===== config.mk =====
export PLATFORM = sky130hd
export DESIGN_NAME = spi_sub_flat
export DESIGN_NICKNAME = d
export VERILOG_FILES = /design/src/rtl/spi_sub_if.sv /design/src/rtl/spi_sub.sv /design/src/flat_wrapper.sv
export SDC_FILE = /design/constraint.sdc
export NUM_CORES = 1
export LEC_CHECK = 0
export BUFFER_PORTS_ARGS = -buffer_cell sky130_fd_sc_hd__buf_4
export CAP_MARGIN = 20
export CORE_MARGIN = 4
export CORE_UTILIZATION = 50
export DETAILED_ROUTE_END_ITERATION = 8
export PLACE_DENSITY = 0.7
export SKIP_CTS_REPAIR_TIMING = 1
export SYNTH_ARGS = -nofsm -noshare
export SYNTH_HDL_FRONTEND = slang
export SYNTH_SLANG_ARGS = --single-unit
export TNS_END_PERCENT = 100

===== constraint.sdc =====
create_clock -name i_clk -period 4.45 [get_ports i_clk]
set_input_delay 0.445 -clock i_clk [delete_from_list [all_inputs] [get_ports i_clk]]
set_output_delay 0.445 -clock i_clk [all_outputs]
set_load 0.01 [all_outputs]

===== src/rtl/spi_sub_if.sv =====
// Pin and fabric-side signal bundle for the SPI subordinate.
// The master modport is the side that drives SCLK/CS_n/MOSI and offers TX bytes.
interface spi_sub_if;
    logic [7:0] i_tx_byte;
    logic       i_tx_valid;
    logic       o_tx_ready;
    logic       o_tx_underrun;
    logic [7:0] o_rx_byte;
    logic       o_rx_valid;
    logic       o_abort;
    logic       i_spi_clk;
    logic       i_cs_n;
    logic       i_mosi;
    logic       o_miso;
    logic       o_miso_oe;

    modport master (
        output i_tx_byte, i_tx_valid, i_spi_clk, i_cs_n, i_mosi,
        input  o_tx_ready, o_tx_underrun, o_rx_byte, o_rx_valid, o_abort, o_miso, o_miso_oe
    );

    modport slave (
        input  i_tx_byte, i_tx_valid, i_spi_clk, i_cs_n, i_mosi,
        output o_tx_ready, o_tx_underrun, o_rx_byte, o_rx_valid, o_abort, o_miso, o_miso_oe
    );
endinterface


===== src/rtl/spi_sub.sv =====
// SPI subordinate, modes 0-3, LSB first, 8-bit frames; SPI pins are oversampled in i_clk.
//  state  | meaning
//  IDLE   | CS_n high (synced); mode follows i_mode, waiting for CS_n fall
//  ACTIVE | frame in progress; SCLK edges shift MISO out and MOSI in
module spi_sub #(
    parameter logic [7:0] DEFAULT_TX  = 8'h00,
    parameter int         SYNC_STAGES = 2
) (
    input  logic       i_clk,
    input  logic       i_rst,
    input  logic [1:0] i_mode,
    spi_sub_if.slave   bus
);
    typedef enum logic {IDLE, ACTIVE} state_t;

    state_t                 state_q, state_d;
    logic [SYNC_STAGES-1:0] sclk_sync_q, sclk_sync_d;
    logic [SYNC_STAGES-1:0] cs_sync_q, cs_sync_d;
    logic [SYNC_STAGES-1:0] mosi_sync_q, mosi_sync_d;
    logic                   sclk_prev_q, sclk_prev_d;
    logic                   cs_prev_q, cs_prev_d;
    logic [1:0]             mode_q, mode_d;
    logic [2:0]             bit_cnt_q, bit_cnt_d;
    logic [7:0]             shift_q, shift_d;
    logic [7:0]             rx_q, rx_d;
    logic [7:0]             hold_q, hold_d;
    logic                   hold_full_q, hold_full_d;
    logic                   need_load_q, need_load_d;
    logic [7:0]             rx_byte_q, rx_byte_d;
    logic                   rx_valid_q, rx_valid_d;
    logic                   underrun_q, underrun_d;
    logic                   abort_q, abort_d;
    logic                   miso_q, miso_d;

    logic       sclk_s, cs_s, mosi_s;
    logic       cs_fall, sclk_rise, sclk_fall, lead, trail;
    logic       load, done;
    logic [7:0] load_byte, rx_next;
    logic [2:0] bit_nxt;

    assign sclk_s    = sclk_sync_q[SYNC_STAGES-1];
    assign cs_s      = cs_sync_q[SYNC_STAGES-1];
    assign mosi_s    = mosi_sync_q[SYNC_STAGES-1];
    assign cs_fall   = cs_prev_q & ~cs_s;
    assign sclk_rise = sclk_s & ~sclk_prev_q;
    assign sclk_fall = ~sclk_s & sclk_prev_q;
    assign lead      = mode_q[1] ? sclk_fall : sclk_rise;
    assign trail     = mode_q[1] ? sclk_rise : sclk_fall;
    assign load_byte = hold_full_q ? hold_q : DEFAULT_TX;
    assign bit_nxt   = bit_cnt_q + 3'd1;

    always_comb begin
        sclk_sync_d = {sclk_sync_q[SYNC_STAGES-2:0], bus.i_spi_clk};
        cs_sync_d   = {cs_sync_q[SYNC_STAGES-2:0], bus.i_cs_n};
        mosi_sync_d = {mosi_sync_q[SYNC_STAGES-2:0], bus.i_mosi};
        sclk_prev_d = sclk_s;
        cs_prev_d   = cs_s;
        state_d     = state_q;
        mode_d      = mode_q;
        bit_cnt_d   = bit_cnt_q;
        shift_d     = shift_q;
        rx_d        = rx_q;
        hold_d      = hold_q;
        hold_full_d = hold_full_q;
        need_load_d = need_load_q;
        rx_byte_d   = rx_byte_q;
        rx_valid_d  = 1'b0;
        underrun_d  = 1'b0;
        abort_d     = 1'b0;
        miso_d      = miso_q;
        load        = 1'b0;
        done        = 1'b0;
        rx_next     = rx_q;
        rx_next[bit_cnt_q] = mosi_s;

        case (state_q)
            IDLE: begin
                if (cs_s) begin
                    mode_d = i_mode;
                end else if (cs_fall) begin
                    state_d     = ACTIVE;
                    load        = 1'b1;
                    shift_d     = load_byte;
                    bit_cnt_d   = 3'd0;
                    need_load_d = 1'b0;
                    rx_d        = 8'h00;
                    miso_d      = mode_q[0] ? 1'b0 : load_byte[0];
                end
            end
            ACTIVE: begin
                if (cs_s) begin
                    // Partial bytes are dropped; the holding register is untouched.
                    state_d = IDLE;
                    abort_d = (bit_cnt_q != 3'd0);
                    miso_d  = 1'b0;
                end else if (lead) begin
                    if (!mode_q[0]) begin
                        rx_d = rx_next;
                        done = (bit_cnt_q == 3'd7);
                    end else if (need_load_q) begin
                        load        = 1'b1;
                        shift_d     = load_byte;
                        miso_d      = load_byte[0];
                        need_load_d = 1'b0;
                    end else begin
                        miso_d = shift_q[bit_cnt_q];
                    end
                end else if (trail) begin
                    if (!mode_q[0]) begin
                        bit_cnt_d = bit_nxt;
                        if (bit_cnt_q == 3'd7) begin
                            load    = 1'b1;
                            shift_d = load_byte;
                            miso_d  = load_byte[0];
                        end else begin
                            miso_d = shift_q[bit_nxt];
                        end
                    end else begin
                        rx_d      = rx_next;
                        done      = (bit_cnt_q == 3'd7);
                        bit_cnt_d = bit_nxt;
                        if (bit_cnt_q == 3'd7) need_load_d = 1'b1;
                    end
                end
            end
            default: state_d = IDLE;
        endcase

        if (done) begin
            rx_byte_d  = rx_next;
            rx_valid_d = 1'b1;
        end

        // A write in the same cycle as a load only fills holding for the following byte.
        if (load) begin
            if (hold_full_q) hold_full_d = 1'b0;
            else             underrun_d  = 1'b1;
        end
        if (bus.i_tx_valid && !hold_full_q) begin
            hold_d      = bus.i_tx_byte;
            hold_full_d = 1'b1;
        end
    end

    always_ff @(posedge i_clk) begin
        if (i_rst) begin
            state_q     <= IDLE;
            sclk_sync_q <= '0;
            cs_sync_q   <= '1;
            mosi_sync_q <= '0;
            sclk_prev_q <= 1'b0;
            cs_prev_q   <= 1'b1;
            mode_q      <= 2'b00;
            bit_cnt_q   <= 3'd0;
            shift_q     <= 8'h00;
            rx_q        <= 8'h00;
            hold_q      <= 8'h00;
            hold_full_q <= 1'b0;
            need_load_q <= 1'b0;
            rx_byte_q   <= 8'h00;
            rx_valid_q  <= 1'b0;
            underrun_q  <= 1'b0;
            abort_q     <= 1'b0;
            miso_q      <= 1'b0;
        end else begin
            state_q     <= state_d;
            sclk_sync_q <= sclk_sync_d;
            cs_sync_q   <= cs_sync_d;
            mosi_sync_q <= mosi_sync_d;
            sclk_prev_q <= sclk_prev_d;
            cs_prev_q   <= cs_prev_d;
            mode_q      <= mode_d;
            bit_cnt_q   <= bit_cnt_d;
            shift_q     <= shift_d;
            rx_q        <= rx_d;
            hold_q      <= hold_d;
            hold_full_q <= hold_full_d;
            need_load_q <= need_load_d;
            rx_byte_q   <= rx_byte_d;
            rx_valid_q  <= rx_valid_d;
            underrun_q  <= underrun_d;
            abort_q     <= abort_d;
            miso_q      <= miso_d;
        end
    end

    assign bus.o_tx_ready    = ~hold_full_q;
    assign bus.o_tx_underrun = underrun_q;
    assign bus.o_rx_byte     = rx_byte_q;
    assign bus.o_rx_valid    = rx_valid_q;
    assign bus.o_abort       = abort_q;
    assign bus.o_miso        = miso_q;
    assign bus.o_miso_oe     = ~cs_s;
endmodule


===== src/flat_wrapper.sv =====
// flat-port wrapper written by rule: the top's interface ports become plain ports
module spi_sub_flat 
#(
    parameter logic [7:0] DEFAULT_TX  = 8'h00,
    parameter int         SYNC_STAGES = 2
)
  (i_clk, i_rst, i_mode, bus_i_tx_byte, bus_i_tx_valid, bus_i_spi_clk, bus_i_cs_n, bus_i_mosi, bus_o_tx_ready, bus_o_tx_underrun, bus_o_rx_byte, bus_o_rx_valid, bus_o_abort, bus_o_miso, bus_o_miso_oe);
  spi_sub_if bus_i ();
  input  logic i_clk;
  input  logic i_rst;
  input  logic [1:0] i_mode;
  input wire logic [$bits(bus_i.i_tx_byte)-1:0] bus_i_tx_byte;
  input wire logic [$bits(bus_i.i_tx_valid)-1:0] bus_i_tx_valid;
  input wire logic [$bits(bus_i.i_spi_clk)-1:0] bus_i_spi_clk;
  input wire logic [$bits(bus_i.i_cs_n)-1:0] bus_i_cs_n;
  input wire logic [$bits(bus_i.i_mosi)-1:0] bus_i_mosi;
  output wire logic [$bits(bus_i.o_tx_ready)-1:0] bus_o_tx_ready;
  output wire logic [$bits(bus_i.o_tx_underrun)-1:0] bus_o_tx_underrun;
  output wire logic [$bits(bus_i.o_rx_byte)-1:0] bus_o_rx_byte;
  output wire logic [$bits(bus_i.o_rx_valid)-1:0] bus_o_rx_valid;
  output wire logic [$bits(bus_i.o_abort)-1:0] bus_o_abort;
  output wire logic [$bits(bus_i.o_miso)-1:0] bus_o_miso;
  output wire logic [$bits(bus_i.o_miso_oe)-1:0] bus_o_miso_oe;
  assign bus_i.i_tx_byte = bus_i_tx_byte;
  assign bus_i.i_tx_valid = bus_i_tx_valid;
  assign bus_i.i_spi_clk = bus_i_spi_clk;
  assign bus_i.i_cs_n = bus_i_cs_n;
  assign bus_i.i_mosi = bus_i_mosi;
  assign bus_o_tx_ready = bus_i.o_tx_ready;
  assign bus_o_tx_underrun = bus_i.o_tx_underrun;
  assign bus_o_rx_byte = bus_i.o_rx_byte;
  assign bus_o_rx_valid = bus_i.o_rx_valid;
  assign bus_o_abort = bus_i.o_abort;
  assign bus_o_miso = bus_i.o_miso;
  assign bus_o_miso_oe = bus_i.o_miso_oe;
  spi_sub #(.DEFAULT_TX(DEFAULT_TX), .SYNC_STAGES(SYNC_STAGES)) u_core (.i_clk(i_clk), .i_rst(i_rst), .i_mode(i_mode), .bus(bus_i));
endmodule

==> results of run 1 <==
-- sequential cells by signal (all words and copies together) (netlist names), 2 cells and up --
signal                count
u_core.bus.o_rx_byte      8
u_core.hold_q             8
u_core.rx_q               8
u_core.shift_q            8
u_core.bit_cnt_q          3
u_core.cs_sync_q          2
u_core.mode_q             2
u_core.mosi_sync_q        2
u_core.sclk_sync_q        2
-- cells in the final DEF, fill, tap and decap left out, types with 3 or more instances in the layout --
master / instances
o21ai_2: 9
o2111ai_1: 7
buf_4: 29
and2b_2: 7
inv_1: 5
o21ai_0: 3
mux2i_1: 12
a21oi_1: 24
clkbuf_8: 5
nand3_1: 5
and3_1: 3
nor2b_1: 12
o211ai_1: 3
ha_1: 4
or2_2: 3
dfxtp_1: 52
o41ai_1: 7
nor2_1: 21
nand2_1: 30
a211oi_1: 6
nor3_1: 7
-- routing by layer --
layer	global-route usage, %	vias up
met1	24.0	933
met5	0	-
met4	7.26	0
met2	26.4	54
met3	3.92	11
li1	-	1027
-- cells by family (layout without fill, tap and decap cells) --
kind of cell / Yosys count / in the layout / share of synthesized area (%)
buf+inv: 27 / 43 / 6.01
xor+xnor: 2 / 2 / 0.954
fa+ha+maj: 4 / 4 / 1.91
flops: 52 / 52 / 39.7
simple gates: 97 / 97 / 19.2
mux: 17 / 17 / 7.58
compound gates: 79 / 79 / 24.7
-- through the flow --
| stage | power, mW | cells | util, % |
|---|---|---|---|
| global route | 0.921 | 364 | 56.9 |
| finish | 0.886 | 364 | 56.9 |
| detailed placement | 0.569 | 356 | 54.7 |
| global placement | 0.568 | 356 | 54.7 |
| floorplan | 0.548 | 278 | - |
| CTS | 0.895 | 364 | 56.9 |
-- worst max path at each step --
| stage | endpoint | cells past startpoint |
|---|---|---|
| floorplan | u_core.bus.o_miso | 8 |
| global placement | u_core.shift_q[0] | 7 |
| detailed placement | u_core.shift_q[0] | 7 |
| CTS | u_core.shift_q[0] | 7 |
| global route | u_core.shift_q[0] | 7 |
| finish | u_core.shift_q[0] | 7 |
-- area by class of cell --
cell class / instances / area (µm²)
fillers: 479 / 2200
clock inverters: 2 / 38.8
repair buffers: 29 / 218
flip-flops and latches: 52 / 1040
well taps: 70 / 87.6
multi-input cells: 199 / 1430
clock buffers: 6 / 72.6
inverters: 6 / 22.5
-- worst reg2reg max path, stage by stage (launching register included) --
cell and delay [ps]:
dfxtp_1 580, ha_1 260, ha_1 220, inv_1 90, o41ai_4 610, o21ai_4 160
mux2i_1 180, nor2_1 50
-- power by group through the flow --
stage / sequential, mW / clock [mW] / combinational, mW
after floorplan: 0.493 / 0 / 0.0548
after global placement: 0.501 / 0 / 0.0669
after detailed placement: 0.502 / 0 / 0.0674
after CTS: 0.491 / 0.336 / 0.0677
after global routing: 0.494 / 0.353 / 0.0747
final: 0.491 / 0.329 / 0.0668
==> impl_metrics.csv, run 1 <==
group,metric,value,unit
route,vias_per_cell,5.56,
cts,cts_tree,"done",
synth,synthesis.area,0.00262,mm²
pwr,p_leak,1.12,nW
cts,h-tree-depth,2,
synth,synth_edf_count,0,
placed_design,pre_cts_ws,2220,ps
sta,fin_skew,9.54,ps
pwr,p_seq_share,55.4,%
pwr,switchingPower,210,µW
critical_path,rrSetupSlack,2200,ps
sta,slew_violations,0,
hold_path,holdCritStartpoint,"bus_i_cs_n",
sta,finalSetupTns,0,ps
cts,numCtsBuffers,5,
sta,final_hold_viol_count,0,
final_layout,diodes,0,
final_layout,area_growth_syn_to_layout,10.7,%
critical_path,critPathLaunch,"u_core.bit_cnt_q[1]",
route,wl_met3,251,µm
pwr,swShare,23.7,%
route,first_iter_violations,107,
route,wl_met2,2280,µm
cts,cts.clk_slew.worst_paths,90,ps
die,design.core.area,0.00511,mm²
die,die_area,0.00647,mm²
hold_path,min_path_type,"in -> reg",
sta,fin_crit_sh,50.6,%
route,wl_per_cell,14.1,µm
synth,synth_nets,298,
sta,setup_violations,0,
critical_path,critPathCaptureType,"flop",
critical_path,crit_family,"compound AO/OA/AOI/OAI gates",
synth,ys_warn_count,0,
route,firstDrtPassIters,4,
critical_path,cp_slowest_cell,"o41ai_4",
final_layout,drive_gt1_share,24.5,%
critical_path,r2r-end,"u_core.shift_q[0]",
die,die_h,80.4,µm
critical_path,worstPathArrival,2440,ps
sta,fin_ws,2200,ps
pwr,p_comb_share,7.5,%
route,met1_length,2510,µm
global_routing,grt_pass1_vias,1912,
global_routing,grt_pass1_wl,8900,µm
cts,clkLatencyLatePin,310,ps
route,route.detailed.drc,0,
critical_path,cp.required,4640,ps
cts,cts_buffer_depth,2,
global_routing,grt_max_degree,52,
critical_path,r2r-start,"u_core.bit_cnt_q[1]",
synth,synth-seq-area-share,39.7,%
die,num_rows,26,
hold_path,min_to,"u_core.cs_sync_q[0]",
sta,maxSlewHeadroom,58.5,%
job,cap_viol_max_count,0,
synth,ys_ff_latch,52,
synth,synth_area_leaders,"dfxtp_1 40%, a21oi_1 4.6%, mux2i_1 4.6%",
pwr,intPower,676,µW
critical_path,worstPathCellList,"ha_1, ha_1, inv_1, o41ai_4, o21ai_4, mux2i_1, nor2_1",
synth,ys.flop_type,"dfxtp_1",
synth,netlist_top_cells_count,"52 x dfxtp_1, 30 x nand2_1, 24 x a21oi_1, 21 x nor2_1",
synth,synth_top_area_share,39.7,%
cts,cts-root-buf,"clkbuf_8",
critical_path,cpPeakStageDelay,610,ps
sta,fmax,444,MHz
route,wl,5140,µm
sta,hold-worst-slack,323,ps
outcome,status,"finished clean",
critical_path,crit_path_max_fanout,12,
sta,tightest_slew,622,ps
placed_design,dpl-instance-area,0.00279,mm²
global_routing,antenna_found_initial,0,
final_layout,post-route-cell-area,0.00291,mm²
synth,synth_area_per_cell,9.44,µm²
placed_design,gp_congestion,0.882,
die,die_w,80.4,µm
global_routing,grt-ovfl-total,0,
synth,yosysUniqueCellTypes,55,
critical_path,crit_top_cell,"ha_1",
critical_path,crit_buf_inv,1,
critical_path,critical_path_class,"reg -> reg",
hold_path,worstHoldPathCells,2,
synth,syn_inst,278,
placed_design,dpl.hpwl,3610,µm
route,top_layer,"met4",
die,start_util,51.4,%
synth,synth-async-reset-ratio,0,%
pwr,power_density,305,mW/mm²
die,pin_count,30,
pwr,power.share.clock,37.1,%
sta,rsz0062_at_grt,"false",
global_routing,grt_usage,17.5,%
synth,yosysMostFrequentCell,"dfxtp_1",
sta,min_period,2250,ps
critical_path,r2r_cells,7,
critical_path,startpoint_type,"flop",
route,dr_total_vias,2025,
route,ant_nets,0,
final_layout,nets,313,
cts,clock_sinks,52,
placed_design,port_buffers,29,
pwr,ir_worst_vdd,0.000185,V
synth,yosysTopAreaCell,"dfxtp_1",
(Power assumes the default switching activity.)
==> run 2: changes to the inputs <==
- clock period: 4.45 -> 2.28 ns (I/O delays scaled with it)
==> run 2 against run 1 <==
Net effect:
- combinational power up 99%
- final cell count up 1.9%
- setup slack got worse by 2000 ps
- clock power is 100% higher
==> impl_metrics.csv, run 2 (same netlist as run 1, synthesis figures left out) <==
group,metric,value,unit
sta,fin_crit_sh,90.7,%
final_layout,final_common_cell,"dfxtp_1",
final_layout,diodes,0,
final_layout,mostFrequentLayoutCells,"52 x dfxtp_1, 36 x buf_4, 30 x nand2_1",
critical_path,r2r-end,"u_core.shift_q[0]",
cts,numCtsBuffers,5,
critical_path,critical_path_class,"reg -> reg",
route,wl,5260,µm
sta,finalSetupTns,0,ps
final_layout,post-route-cell-area,0.00297,mm²
sta,tightest_slew,516,ps
route,wl_per_cell,14.2,µm
critical_path,cp.required,2460,ps
cts,clock_sinks,52,
hold_path,min_to,"u_core.cs_sync_q[0]",
sta,maxSlewHeadroom,65.6,%
die,die_w,80.4,µm
route,vias_per_cell,5.43,
cts,cts_buffer_depth,2,
sta,fin_ws,212,ps
sta,fin_skew,11.3,ps
route,ant_nets,0,
critical_path,startpoint_type,"flop",
sta,min_period,2070,ps
sta,rsz0062_at_grt,"false",
cts,cts_tree,"done",
cts,clkLatencyLatePin,310,ps
global_routing,grt-ovfl-total,0,
cts,cts.clk_slew.worst_paths,100,ps
global_routing,grt_usage,17.5,%
global_routing,grt_max_degree,52,
critical_path,r2r-start,"u_core.bit_cnt_q[0]",
critical_path,rrSetupSlack,210,ps
pwr,fin_total_pwr,1.75,mW
placed_design,gp_congestion,0.866,
final_layout,area_growth_syn_to_layout,13.1,%
global_routing,grt_pass1_vias,1849,
pwr,p_leak,1.16,nW
final_layout,finish.utilization,58.1,%
pwr,power_density,591,mW/mm²
critical_path,crit_top_cell,"ha_1",
die,num_rows,26,
die,design.core.area,0.00511,mm²
placed_design,pre_cts_ws,256,ps
placed_design,dpl-instance-area,0.00285,mm²
pwr,ir_worst_vdd,0.000537,V
sta,final_hold_viol_count,0,
critical_path,cpPeakStageDelay,560,ps
hold_path,worstHoldPathCells,2,
sta,setup_violations,0,
sta,fmax,484,MHz
job,cap_viol_max_count,0,
die,die_h,80.4,µm
placed_design,port_buffers,29,
route,route.detailed.drc,0,
sta,slew_violations,0,
final_layout,drive_gt1_share,26.6,%
die,start_util,51.4,%
critical_path,worstPathCellList,"ha_1, ha_1, inv_1, o41ai_4, buf_4, o21ai_4, mux2i_1, nor2_1",
route,dr_total_vias,2014,
route,firstDrtPassIters,5,
global_routing,antenna_found_initial,0,
cts,h-tree-depth,2,
cts,cts-root-buf,"clkbuf_8",
outcome,status,"finished clean",
critical_path,crit_path_max_fanout,11,
placed_design,dpl.hpwl,3740,µm
critical_path,r2r_cells,8,
critical_path,critPathCaptureType,"flop",
die,pin_count,30,
critical_path,cp_slowest_cell,"dfxtp_1",
hold_path,holdCritStartpoint,"bus_i_cs_n",
critical_path,worstPathArrival,2250,ps
die,die_area,0.00647,mm²
critical_path,critPathLaunch,"u_core.bit_cnt_q[0]",
critical_path,crit_buf_inv,2,
route,first_iter_violations,120,
final_layout,nets,320,
hold_path,min_path_type,"in -> reg",
global_routing,grt_pass1_wl,8890,µm
critical_path,crit_family,"flip-flops",
==> run 2: cell types whose count changed in the layout (fill, tap and decap cells not counted), sizes merged <==
cell / change
clkinv: +1
buf: +7
inv: -1
==> run 2: final cells by class <==
cell class              instances  area, µm²
flip-flops and latches         52       1040
clock inverters                 2       38.8
fillers                       475       2140
multi-input cells             199       1430
well taps                      70       87.6
repair buffers                 36        270
inverters                       6       22.5
clock buffers                   6       82.6
==> run 2: report_power, final <==
group	switching, mW	internal [mW]
Sequential	0.0279	0.930
Combinational	0.0735	0.0595
Clock	0.304	0.359
Total	0.405	1.35
==> run 2: worst reg2reg max path, delay by kind of cell, from the launching register on <==
family          cells  cell delay (ps)
compound gates      2              400
fa+ha+maj           2              460
buf+inv             2              300
flops               1              560
mux                 1              180
simple gates        1               50
==> run 2: per-layer routing <==
metal,track usage (%),share of wire [%],up-vias
met2,26.3,45,37
met5,0,0,-
met1,25.1,50,927
li1,-,-,1041
met4,5.74,1.5,0
met3,3.48,3.6,9
==> run 2: stage by stage <==
stage               cells  hold slack, ps
global placement      363             392
detailed placement    363             393
CTS                   371            98.5
global route          371            98.4
finish                371             107
floorplan             278             332
==> run 2: worst max path at each step <==
stage,cells after the start,endpoint
2_1_floorplan,8,u_core.bus.o_miso
3_3_place_gp,8,u_core.shift_q[0]
3_5_place_dp,8,u_core.shift_q[0]
4_1_cts,8,u_core.shift_q[0]
5_1_grt,8,u_core.shift_q[0]
6_report,8,u_core.shift_q[0]
==> run 3: changes to the inputs <==
- CORE_UTILIZATION: 50 -> 58
- PLACE_DENSITY: 0.7 -> 0.79
==> run 3 against run 2 <==
Net effect:
- cell area decreased by 1.4%
- clock power decreased by 18%
- wire length decreased by 0.55%
- critical path depth decreased by 1
- final cell count decreased by 4.6%
- non-clock buffer count increased by 1
- combinational power about the same
- sequential share of layout area increased by 0.51 points
- first-iteration DRC count decreased by 2.5%
- sequential power about the same
- global-route usage increased by 2.7 points
- critical endpoint is now u_core.shift_q[1]
- largest power group unchanged
==> impl_metrics.csv, run 3 (same netlist as run 1, synthesis figures left out) <==
group,metric,value,unit
die,die_w,75.3,µm
final_layout,stdcell_count,354,
pwr,ir_worst_vdd,0.000383,V
route,vias_per_cell,5.80,
die,num_rows,24,
sta,finalSetupTns,0,ps
job,cap_viol_max_count,0,
critical_path,critPathCaptureType,"flop",
global_routing,grt-ovfl-total,0,
global_routing,grt_pass1_vias,1811,
critical_path,startpoint_type,"flop",
sta,fin_crit_sh,86.1,%
cts,h-tree-depth,2,
critical_path,crit_buf_inv,2,
die,pin_count,30,
final_layout,area_growth_syn_to_layout,11.5,%
final_layout,mostFrequentLayoutCells,"52 x dfxtp_1, 37 x buf_4, 30 x nand2_1",
final_layout,finish.utilization,67.2,%
die,die_area,0.00566,mm²
sta,min_period,1960,ps
sta,fmax,509,MHz
placed_design,placed_cells,346,
global_routing,grt_max_degree,52,
placed_design,port_buffers,29,
critical_path,cpPeakStageDelay,450,ps
global_routing,antenna_found_initial,0,
pwr,fin_total_pwr,1.64,mW
critical_path,cp.required,2520,ps
cts,cts-root-buf,"clkbuf_8",
sta,slew_violations,0,
final_layout,nFillCells,375,
pwr,power_density,559,mW/mm²
global_routing,grt_pass1_wl,8640,µm
sta,maxSlewHeadroom,66.7,%
critical_path,cp_slowest_cell,"dfxtp_1",
critical_path,crit_family,"compound AO/OA/AOI/OAI gates",
critical_path,worstPathArrival,2200,ps
global_routing,grt_usage,20.2,%
die,start_util,60.3,%
sta,final_hold_viol_count,0,
placed_design,dpl.hpwl,3810,µm
route,firstDrtPassIters,4,
critical_path,critical_path_class,"reg -> reg",
final_layout,final_common_cell,"dfxtp_1",
critical_path,crit_top_cell,"ha_1",
die,design.core.area,0.00435,mm²
critical_path,crit_path_max_fanout,7,
route,route.detailed.drc,0,
sta,setup_violations,0,
final_layout,diodes,0,
route,dr_total_vias,2054,
hold_path,min_path_type,"in -> reg",
sta,rsz0062_at_grt,"false",
sta,tightest_slew,498,ps
cts,clkLatencyLatePin,310,ps
pwr,p_leak,1.15,nW
route,ant_nets,0,
route,first_iter_violations,117,
cts,numCtsBuffers,5,
cts,cts.clk_slew.worst_paths,90,ps
placed_design,gp_congestion,0.937,
cts,clock_sinks,52,
outcome,status,"finished clean",
final_layout,nets,321,
final_layout,drive_gt1_share,26.5,%
critical_path,worstPathCellList,"ha_1, ha_1, inv_1, o41ai_4, buf_4, o2111ai_1, a21oi_1",
route,wl,5230,µm
sta,fin_skew,5.19,ps
cts,cts_buffer_depth,2,
die,die_h,75.3,µm
cts,cts_tree,"done",
route,wl_per_cell,14.8,µm
## run 3: metrics by stage
stage,hold WS (ps),setup slack (ps),instance area [µm²]
after floorplan,332,397,2620
after detailed placement,399,330,2830
after global routing,90.3,154,2930
final,98.8,316,2930
after CTS,85.1,299,2930
after global placement,394,408,2830
## run 3: metal layers
layer	share of wire (%)	GRT usage [%]	vias to the layer above
met3	4.5	4.81	11
met4	2.1	8.93	0
met5	0	0	-
li1	-	-	1045
met2	45	28.8	41
met1	48	29.1	957
## run 3: final timing paths
kind	start	to	slack [ps]	depth (start not counted)
worst max-delay path	u_core.bit_cnt_q[1]	u_core.shift_q[1]	320	7
worst min-delay path	bus_i_cs_n	u_core.cs_sync_q[0]	100	2
worst max register to register	u_core.bit_cnt_q[1]	u_core.shift_q[1]	320	7
worst min register to register	u_core.cs_sync_q[0]	u_core.cs_sync_q[1]	420	1
## run 3: final cells by class
cell class              instances  area, µm²  area share [%]
clock buffers                   7       86.3            2.95
flip-flops and latches         52       1040            35.6
well taps                      52       65.1            2.22
inverters                       6       22.5           0.770
clock inverters                 1       7.51           0.257
repair buffers                 37        278            9.50
multi-input cells             199       1430            48.7
## run 3: where the power goes
part | internal, mW | switching (mW) | total [mW]
clock | 0.247 | 0.297 | 0.544
sequential | 0.930 | 0.0283 | 0.958
combinational | 0.0596 | 0.0741 | 0.134
total | 1.24 | 0.400 | 1.64
